### src/rtl/uart_alu_pkg.sv
// Shared types and constants for the UART byte-framed add/sub engine.
package uart_alu_pkg;

  typedef enum logic [2:0] {
    IDLE,
    OPC,
    RX_A,
    RX_B,
    EXEC,
    TX,
    TX_ERR
  } state_t;

  localparam logic [7:0] OPC_ADD  = 8'h01;
  localparam logic [7:0] OPC_SUB  = 8'h02;
  localparam logic [7:0] ERR_BYTE = 8'hEE;

  localparam int STAT_COUT = 0;
  localparam int STAT_OVF  = 1;

endpackage

### src/rtl/alu_addsub.sv
// Combinational adder/subtractor; subtraction is A + ~B + 1 so one adder covers both.
module alu_addsub #(
  parameter int OP_WIDTH = 32
) (
  input  logic [OP_WIDTH-1:0] a,
  input  logic [OP_WIDTH-1:0] b,
  input  logic                sub,
  output logic [OP_WIDTH-1:0] r,
  output logic                cout,
  output logic                ovf
);

  logic [OP_WIDTH-1:0] b_eff;
  logic [OP_WIDTH:0]   sum;

  always_comb begin
    b_eff = sub ? ~b : b;
    sum   = {1'b0, a} + {1'b0, b_eff} + {{OP_WIDTH{1'b0}}, sub};
    r     = sum[OP_WIDTH-1:0];
    cout  = sum[OP_WIDTH];
    // Overflow is judged on the operands the adder actually sees.
    ovf   = (a[OP_WIDTH-1] == b_eff[OP_WIDTH-1]) && (r[OP_WIDTH-1] != a[OP_WIDTH-1]);
  end

endmodule

### src/rtl/uart_alu_frame.sv
// Frame engine: receives opcode + two MSB-first operands, runs the ALU, returns
// the result bytes plus a status byte, with an inter-byte timeout on reception.
module uart_alu_frame
  import uart_alu_pkg::*;
#(
  parameter int OP_WIDTH       = 32,
  parameter int TIMEOUT_CYCLES = 1_000_000
) (
  input  logic       sys_clk,
  input  logic       rst,
  input  logic [7:0] rx_byte,
  input  logic       rx_valid,
  output logic [7:0] tx_byte,
  output logic       tx_valid,
  input  logic       tx_ready,
  output logic       busy,
  output logic       frame_err,
  output logic       rx_overrun,
  output logic       Cout
);

  localparam int NB = OP_WIDTH / 8;
  localparam int CW = $clog2(NB + 1);
  localparam int TW = (TIMEOUT_CYCLES > 1) ? $clog2(TIMEOUT_CYCLES) : 1;

  localparam logic [CW-1:0] LAST_RX = CW'(NB - 1);
  localparam logic [CW-1:0] LAST_TX = CW'(NB);
  localparam logic [TW-1:0] TO_LAST = TW'(TIMEOUT_CYCLES - 1);

  state_t              state;
  logic [CW-1:0]       cnt;
  logic [TW-1:0]       idle_cnt;
  logic [7:0]          opcode;
  logic [OP_WIDTH-1:0] a_reg;
  logic [OP_WIDTH-1:0] b_reg;
  logic [OP_WIDTH-1:0] r_reg;
  logic                ovf_reg;

  logic [OP_WIDTH-1:0] alu_r;
  logic                alu_cout;
  logic                alu_ovf;
  logic                in_rx;
  logic                timeout;
  logic [OP_WIDTH-1:0] r_shifted;
  logic [7:0]          status;

  alu_addsub #(.OP_WIDTH(OP_WIDTH)) u_alu (
    .a    (a_reg),
    .b    (b_reg),
    .sub  (opcode == OPC_SUB),
    .r    (alu_r),
    .cout (alu_cout),
    .ovf  (alu_ovf)
  );

  assign in_rx    = (state == RX_A) || (state == RX_B);
  // A byte landing in the expiry cycle takes priority over the abort.
  assign timeout  = in_rx && !rx_valid && (idle_cnt == TO_LAST);
  assign busy     = (state != IDLE);
  assign tx_valid = (state == TX) || (state == TX_ERR);

  always_comb begin
    r_shifted         = r_reg << {cnt, 3'b000};
    status            = 8'h00;
    status[STAT_COUT] = Cout;
    status[STAT_OVF]  = ovf_reg;
    case (state)
      TX:      tx_byte = (cnt == LAST_TX) ? status : r_shifted[OP_WIDTH-1 -: 8];
      TX_ERR:  tx_byte = ERR_BYTE;
      default: tx_byte = 8'h00;
    endcase
  end

  always_ff @(posedge sys_clk) begin
    if (!rst) begin
      state      <= IDLE;
      cnt        <= '0;
      idle_cnt   <= '0;
      opcode     <= 8'h00;
      a_reg      <= '0;
      b_reg      <= '0;
      r_reg      <= '0;
      ovf_reg    <= 1'b0;
      Cout       <= 1'b0;
      frame_err  <= 1'b0;
      rx_overrun <= 1'b0;
    end else begin
      frame_err <= 1'b0;

      if (rx_valid && (state inside {OPC, EXEC, TX, TX_ERR}))
        rx_overrun <= 1'b1;

      if (in_rx && !rx_valid)
        idle_cnt <= idle_cnt + 1'b1;
      else
        idle_cnt <= '0;

      case (state)
        IDLE: begin
          if (rx_valid) begin
            opcode <= rx_byte;
            state  <= OPC;
            cnt    <= '0;
          end
        end

        OPC: begin
          cnt <= '0;
          if (opcode == OPC_ADD || opcode == OPC_SUB) begin
            state <= RX_A;
          end else begin
            state     <= TX_ERR;
            frame_err <= 1'b1;
          end
        end

        RX_A, RX_B: begin
          if (rx_valid) begin
            if (state == RX_A)
              a_reg <= (a_reg << 8) | OP_WIDTH'(rx_byte);
            else
              b_reg <= (b_reg << 8) | OP_WIDTH'(rx_byte);
            if (cnt == LAST_RX) begin
              state <= (state == RX_A) ? RX_B : EXEC;
              cnt   <= '0;
            end else begin
              cnt <= cnt + 1'b1;
            end
          end else if (timeout) begin
            state     <= IDLE;
            cnt       <= '0;
            frame_err <= 1'b1;
            a_reg     <= '0;
            b_reg     <= '0;
          end
        end

        EXEC: begin
          r_reg   <= alu_r;
          ovf_reg <= alu_ovf;
          Cout    <= alu_cout;
          state   <= TX;
          cnt     <= '0;
        end

        TX: begin
          if (tx_ready) begin
            if (cnt == LAST_TX) begin
              state <= IDLE;
              cnt   <= '0;
            end else begin
              cnt <= cnt + 1'b1;
            end
          end
        end

        TX_ERR: begin
          if (tx_ready) begin
            state <= IDLE;
            cnt   <= '0;
          end
        end

        default: begin
          state <= IDLE;
          cnt   <= '0;
        end
      endcase
    end
  end

endmodule

### config.mk
export PLATFORM = sky130hd
export DESIGN_NAME = uart_alu_frame
export DESIGN_NICKNAME = d
export VERILOG_FILES = /design/src/rtl/uart_alu_pkg.sv /design/src/rtl/alu_addsub.sv /design/src/rtl/uart_alu_frame.sv
export SDC_FILE = /design/constraint.sdc
export NUM_CORES = 1
export LEC_CHECK = 0
export ABC_AREA = 1
export ABC_CLOCK_PERIOD_IN_PS = 3400
export CAP_MARGIN = 20
export CORE_MARGIN = 4
export CORE_UTILIZATION = 50
export CTS_BUF_LIST = sky130_fd_sc_hd__clkbuf_4
export CTS_CLUSTER_DIAMETER = 100
export CTS_CLUSTER_SIZE = 28
export DETAILED_ROUTE_END_ITERATION = 10
export PLACE_DENSITY = 0.79
export SETUP_SLACK_MARGIN = 0.15
export SLEW_MARGIN = 20
export SYNTH_ARGS = -nofsm -noshare
export SYNTH_HDL_FRONTEND = slang
export SYNTH_SLANG_ARGS = --single-unit
export TNS_END_PERCENT = 1
### constraint.sdc
create_clock -name sys_clk -period 3.4 [get_ports sys_clk]
set_input_delay 0.68 -clock sys_clk [delete_from_list [all_inputs] [get_ports sys_clk]]
set_output_delay 0.68 -clock sys_clk [all_outputs]
set_load 0.01 [all_outputs]
## After elaboration in Yosys (flattened, before gate mapping)

Index checks and enable logic that the tools add are counted.

- Register bits: 134
- Input port bits: 12
- Output and inout bits: 13
- Logic and storage cells: 87

- Add/sub/neg operators: 4
- Eq/ne operators: 21
- Shifts and indexed selects: 1
- Muxes and demuxes: 28
- Bitwise operators: 3
- Reduce and logical (&&, ||, !) cells: 19

Operators by type and width:

| kind | count |
|---|---|
| 32-bit 2-to-1 mux | 6 |
| 32-bit by 8-bit bitwise OR with 32-bit output | 2 |
| 3-bit 2-to-1 mux | 14 |
| 32-bit by 32-bit adder with 33-bit output | 1 |
| 33-bit by 1-bit adder with 33-bit output | 1 |
| 32-bit NOT | 1 |
| 32-bit by 6-bit left shift with 32-bit output | 1 |
| 20-bit by 1-bit adder with 20-bit output, second input constant | 1 |
| 20-bit equality test, second input constant | 1 |
| 3-bit one-hot mux with 6 select lines | 1 |
| 8-bit one-hot mux with 2 select lines | 1 |
| 3-bit equality test, second input constant | 4 |
| 3-bit one-hot mux with 4 select lines | 1 |
| 2-bit != test, second input constant | 5 |
| 3-bit by 2-bit equality test with 1-bit output, second input constant | 3 |
| 8-bit by 1-bit equality test with 1-bit output, second input constant | 1 |
| 8-bit by 2-bit equality test with 1-bit output, second input constant | 1 |
| 8-bit 2-to-1 mux | 1 |
| 3-bit != test, second input constant | 2 |
| 3-bit AND reduction | 2 |
| 6-bit AND reduction | 1 |
| 1-bit logical AND | 4 |
| 2-bit AND reduction | 2 |
| 4-bit AND reduction | 1 |
| 14 further kinds | 18 |

## Depth between registers and ports, before layout

- Depth after elaboration: 7
- Mapped depth: 21
- Gate-level depth less buffers: 21

## Modules after synthesis

Synthesis repeated with hierarchy kept, for this count alone.

- Cells, all modules: 1186
- Area, all modules: 8087.8 um^2

By module, submodules not included:

| module | times used | cells each | area an instance (um^2) | sequential area each (um^2) |
|---|---|---|---|---|
| uart_alu_frame | 1 | 767 | 5741.8 | 2682.6 |
| alu_addsub | 1 | 419 | 2346.0 | 0.0 |

## Least setup slack after synthesis

Ideal clock, no wire load.

- Kind: flip-flop to flip-flop
- Start point: register opcode[3]
- End point: register r_reg[10]
- Setup time: 115 ps
- Data arrival time: 2591 ps
- Data required time: 3285 ps
- Path slack: 693 ps
- Stages on the path, launching flop included: 17
- Path buffers: 1
- Period minus slack after synthesis: 2707 ps
- Path through: dfxtp_1 > inv_1 > nand2_1 > nor2_1 > nand2_2 > buf_1 > xnor2_1 > ha_1 > a21oi_1 > o21ai_2 > a21oi_1 > o21ai_0 > nand2_1 > nand2_1 > xor2_1 > o21ai_0 > inv_1

- Longest elaborated chain between the ends: 4

RTL lines:

| element | RTL line | source |
|---|---|---|
| start: declaration | uart_alu_frame.sv:33 | `logic [7:0] opcode;` |
| start signal: assignment | uart_alu_frame.sv:101 | `opcode <= rx_byte;` |
| 8-bit by 2-bit equality test with 1-bit output (*) | uart_alu_frame.sv:50 | `.sub (opcode == OPC_SUB),` |
| 32-bit 2-to-1 mux | alu_addsub.sv:17 | `b_eff = sub ? ~b : b;` |
| 32-bit by 32-bit adder with 33-bit output | alu_addsub.sv:18 | `sum = {1'b0, a} + {1'b0, b_eff} + {{OP_WIDTH{1'b0}}, sub};` |
| 33-bit by 1-bit adder with 33-bit output (*) | alu_addsub.sv:18 |  |
| end signal: assignment | uart_alu_frame.sv:139 | `r_reg <= alu_r;` |
| end: declaration | uart_alu_frame.sv:36 | `logic [OP_WIDTH-1:0] r_reg;` |

Every way passes the cells marked *; elsewhere a longest branch is shown, timed or not.
A chain may end at the register's enable or synchronous reset.

## Worst setup path after layout

- Start point: register cnt[1]
- End point: output tx_byte[1]

- Longest elaborated chain between the ends: 3
- Elaborated cells on any way between the ends: 4
- Classes of those cells: eq/ne (1); shift (1); mux (2)

RTL lines:

| element | RTL line | source |
|---|---|---|
| start: declaration | uart_alu_frame.sv:31 | `logic [CW-1:0] cnt;` |
| start signal: assignment | uart_alu_frame.sv:127 | `cnt <= cnt + 1'b1;` |
| start signal: assignment | uart_alu_frame.sv:152 | `cnt <= cnt + 1'b1;` |
| 32-bit by 6-bit left shift with 32-bit output or 3-bit equality test (tied branches) | uart_alu_frame.sv:63, uart_alu_frame.sv:68 |  |
| 8-bit 2-to-1 mux (*) | uart_alu_frame.sv:68 | `TX: tx_byte = (cnt == LAST_TX) ? status : r_shifted[OP_WIDTH-1 -: 8];` |
| 8-bit one-hot mux with 2 select lines (*) | uart_alu_frame.sv:67 | `case (state)` |
| end: declaration | uart_alu_frame.sv:13 | `output logic [7:0] tx_byte,` |

Marked as above.

==> flow_metrics.tcl <==
set metrics [dict create \
    status "completed" \
    synth.distinct_cells 47 \
    path_cells "inv_1 -> a21oi_1 -> o21ai_0 -> o21ai_0 -> a22oi_1 -> o21ai_0 -> clkdlybuf4s50_1" \
    hold_violations 0 \
    period_share 0.9584 \
    syn_area_mm2 0.007651 \
    ys_ff_latch 134 \
    grt_usage 0.2377 \
    start_util 0.5186 \
    vdd_drop_max_v 0.0002749 \
    totalWireLength_um 20470 \
    clkPwrFrac 0.226 \
    viasPerCell 5.590 \
    crit_slowest_cell "clkdlybuf4s50_1" \
    grt_setup_unrepaired "yes" \
    synthFlopType "dfxtp_1" \
    grt_pass1_vias 6750 \
    skew_ps 31.33 \
    nets 1152 \
    final_core_util 0.5667 \
    critical_path.top_delay_family "buffers and inverters" \
    syn_nets 1143 \
    cts_sinks 134 \
    synth_edf_count 0 \
    drt_iter0_markers 669 \
    cp_num_buf_inv 2 \
    drtPass1Iterations 5 \
    whs_ps 458.7 \
    switchingPower_w 0.002169 \
    grt_pass1_wl_um 34040 \
    drcViolationCount 0 \
    p_leak_nw 3.517 \
    h-tree-depth 4 \
    gp_congestion 0.9399 \
    final.setup.tns_ps 0 \
    fp.dieArea_mm2 0.01734 \
    seqPwrFrac 0.392 \
    use_met1 0.3250 \
    slew_viol_final 0 \
    critPathKind "reg2out" \
    seqCellArea_mm2 0.002686 \
    crit_arrival_ps 2580 \
    routedWlPerCell_um 15.73 \
    clk_latency_ps 590 \
    synth_warnings 0 \
    synthCells 1094 \
    vias 7272 \
    drive_gt1_frac 0.07623 \
    cts-hold-fix-buffers 0 \
    die_w_um 131.7 \
    antenna_found_initial 1 \
    start_kind "register" \
    io_buffer_count 24 \
    crit_fanout 11 \
    setup-violations-final 0 \
    row_count 44 \
    cp_common_cell "o21ai_0" \
    drtAntennaViolNets 0 \
    swShare 0.4140 \
    tightest_slew_ps 657.2 \
    syn_to_final_growth_pct 9.289 \
    place_hpwl_um 15160 \
    syn_area_per_cell_um2 6.994 \
    numCtsBuffers 17 \
    fmax_mhz 306.9 \
    cts_tree "built" \
    grt_overflow_total 0 \
    multi_input_area_mm2 0.004327 \
    busiest_layer "met2" \
    design.core.area_mm2 0.01475 \
    finalCriticalPeriod_ps 3258 \
    share_comb_of_total_power 0.382 \
    cts_max_path_buffers 2 \
    boundaryPins 25 \
    cts_root_buf "clkbuf_4" \
    holdCritPathClass "reg2reg" \
    cp.required_ps 2720 \
    n_fill_cell 1447 \
    grt_max_degree 58 \
    grtUsageMet2 0.3653 \
    clkTransAtPathRegs_ps 120 \
    critical-path-max-stage-delay_ps 560 \
    intPower_w 0.003070 \
    slew_headroom 0.5619 \
    async_reset_ff_frac 0 \
    rrSetupSlack_ps 370 \
    cp-end-kind "output pin" \
    die_h_um 131.7 \
    cap_violations 0 \
    synth_seq_area_share 0.3506 \
    grt.met3_usage 0.05390 \
    powerDensity_mw_per_mm2 626.5 \
]
## power by group through the flow
stage	registers, W	logic (W)	clock network (W)
floorplan	0.00199	0.00146	0
finish	0.00205	0.00200	0.00118
global route	0.00208	0.00226	0.00127
detailed placement	0.00207	0.00194	0
CTS	0.00204	0.00198	0.00120
global placement	0.00207	0.00192	0
## worst paths after layout
| check | startpoint | endpoint | cells after the start |
|---|---|---|---|
| worst max register to register | opcode[5] | r_reg[24] | 16 |
| worst max-delay path | cnt[1] | tx_byte[1] | 7 |
| worst min-delay path | rx_overrun | rx_overrun | 2 |
| worst min register to register | rx_overrun | rx_overrun | 2 |
## repair_timing
| item | 4_1_cts | 5_1_grt |
|---|---|---|
| cloned | 1 | 0 |
| setup buffers | 1 | 0 |
| endpoints found under the setup margin | 8 | 20 |
| gates resized for setup | 2 | 4 |
## cell families (layout without fill, tap and decap cells)
group	count (synthesis)	count (layout)	synth area share
compound gates	320	320	0.2286
xor+xnor	48	48	0.05495
fa+ha+maj	37	37	0.06149
buf+inv	166	187	0.08520
flops	134	134	0.3506
other cells	0	2	0
simple gates	389	389	0.2191
## per-layer routing
metal | wire (um) | vias up
li1 | - | 3684
met1 | 9617 | 3302
met2 | 9026 | 241
met3 | 1279 | 45
met4 | 543 | 0
met5 | 0 | -
## worst reg2reg max path, delay by kind of cell (launching register included)
family	cells	cell delay (ps)
adder cells (fa/ha/maj)	1	370
AND/OR/NAND/NOR	6	770
AO/OA/AOI/OAI	4	780
XOR/XNOR	2	310
buffers and inverters	3	380
flip-flops	1	330
## cell type report
type / count / area share
diodes: 2 / 0.0005985
well taps: 184 / 0.02753
multi-input cells: 794 / 0.5174
repair buffers: 34 / 0.04070
clock inverters: 13 / 0.02065
inverters: 121 / 0.05477
repair inverters: 1 / 0.0008978
flip-flops and latches: 134 / 0.3213
clock buffers: 18 / 0.01616
## through the flow
stage	setup WS, ps	power (W)	instance area [um2]	instances
global placement	418.9	0.003986	8004	1266
finish	141.6	0.005239	8362	1301
detailed placement	433.7	0.004009	8004	1266
global route	27.24	0.005609	8362	1301
CTS	139.5	0.005226	8342	1299
floorplan	693.2	0.003443	7651	1094
## cell usage in the layout (no fill, tap or decap), types with 3 or more instances in the layout
cell,netlist,final
bufinv_16,0,3
nand3_1,53,53
a21boi_0,3,3
nor3_1,15,14
clkinv_4,0,4
buf_4,3,8
ha_1,36,36
o211ai_1,5,5
a211oi_1,16,15
clkdlybuf4s50_1,0,24
clkbuf_4,0,18
a21oi_1,149,149
nand4_1,8,8
clkinvlp_4,0,3
xnor2_1,29,29
dfxtp_1,134,133
o21ai_0,111,111
nor2_4,5,5
a31oi_1,5,5
nand2_1,160,160
nor2_1,126,126
o21ai_2,3,3
nor2_2,4,4
xor2_1,19,19
inv_2,13,14
inv_1,107,105
a21o_1,8,8
o21a_1,6,6
inv_6,0,4
nand2_2,6,6
o22ai_1,3,3
## synth_stat cells (6+ instances only)
cell type / count / area share
buf_1: 8 / 0.0039
xor2_1: 19 / 0.022
a21o_1: 8 / 0.0078
nor2_1: 126 / 0.062
buf_2: 8 / 0.0052
xnor2_1: 29 / 0.033
clkbuf_1: 25 / 0.012
nand2_2: 6 / 0.0049
o21ai_0: 111 / 0.073
a211oi_1: 16 / 0.016
nand3_1: 53 / 0.035
nand4_1: 8 / 0.0065
ha_1: 36 / 0.059
dfxtp_1: 134 / 0.35
inv_1: 107 / 0.052
o21a_1: 6 / 0.0059
nor3_1: 15 / 0.0098
a21oi_1: 149 / 0.097
nand2_1: 160 / 0.078
inv_2: 13 / 0.0064
Power figures use the tool's default switching activity.
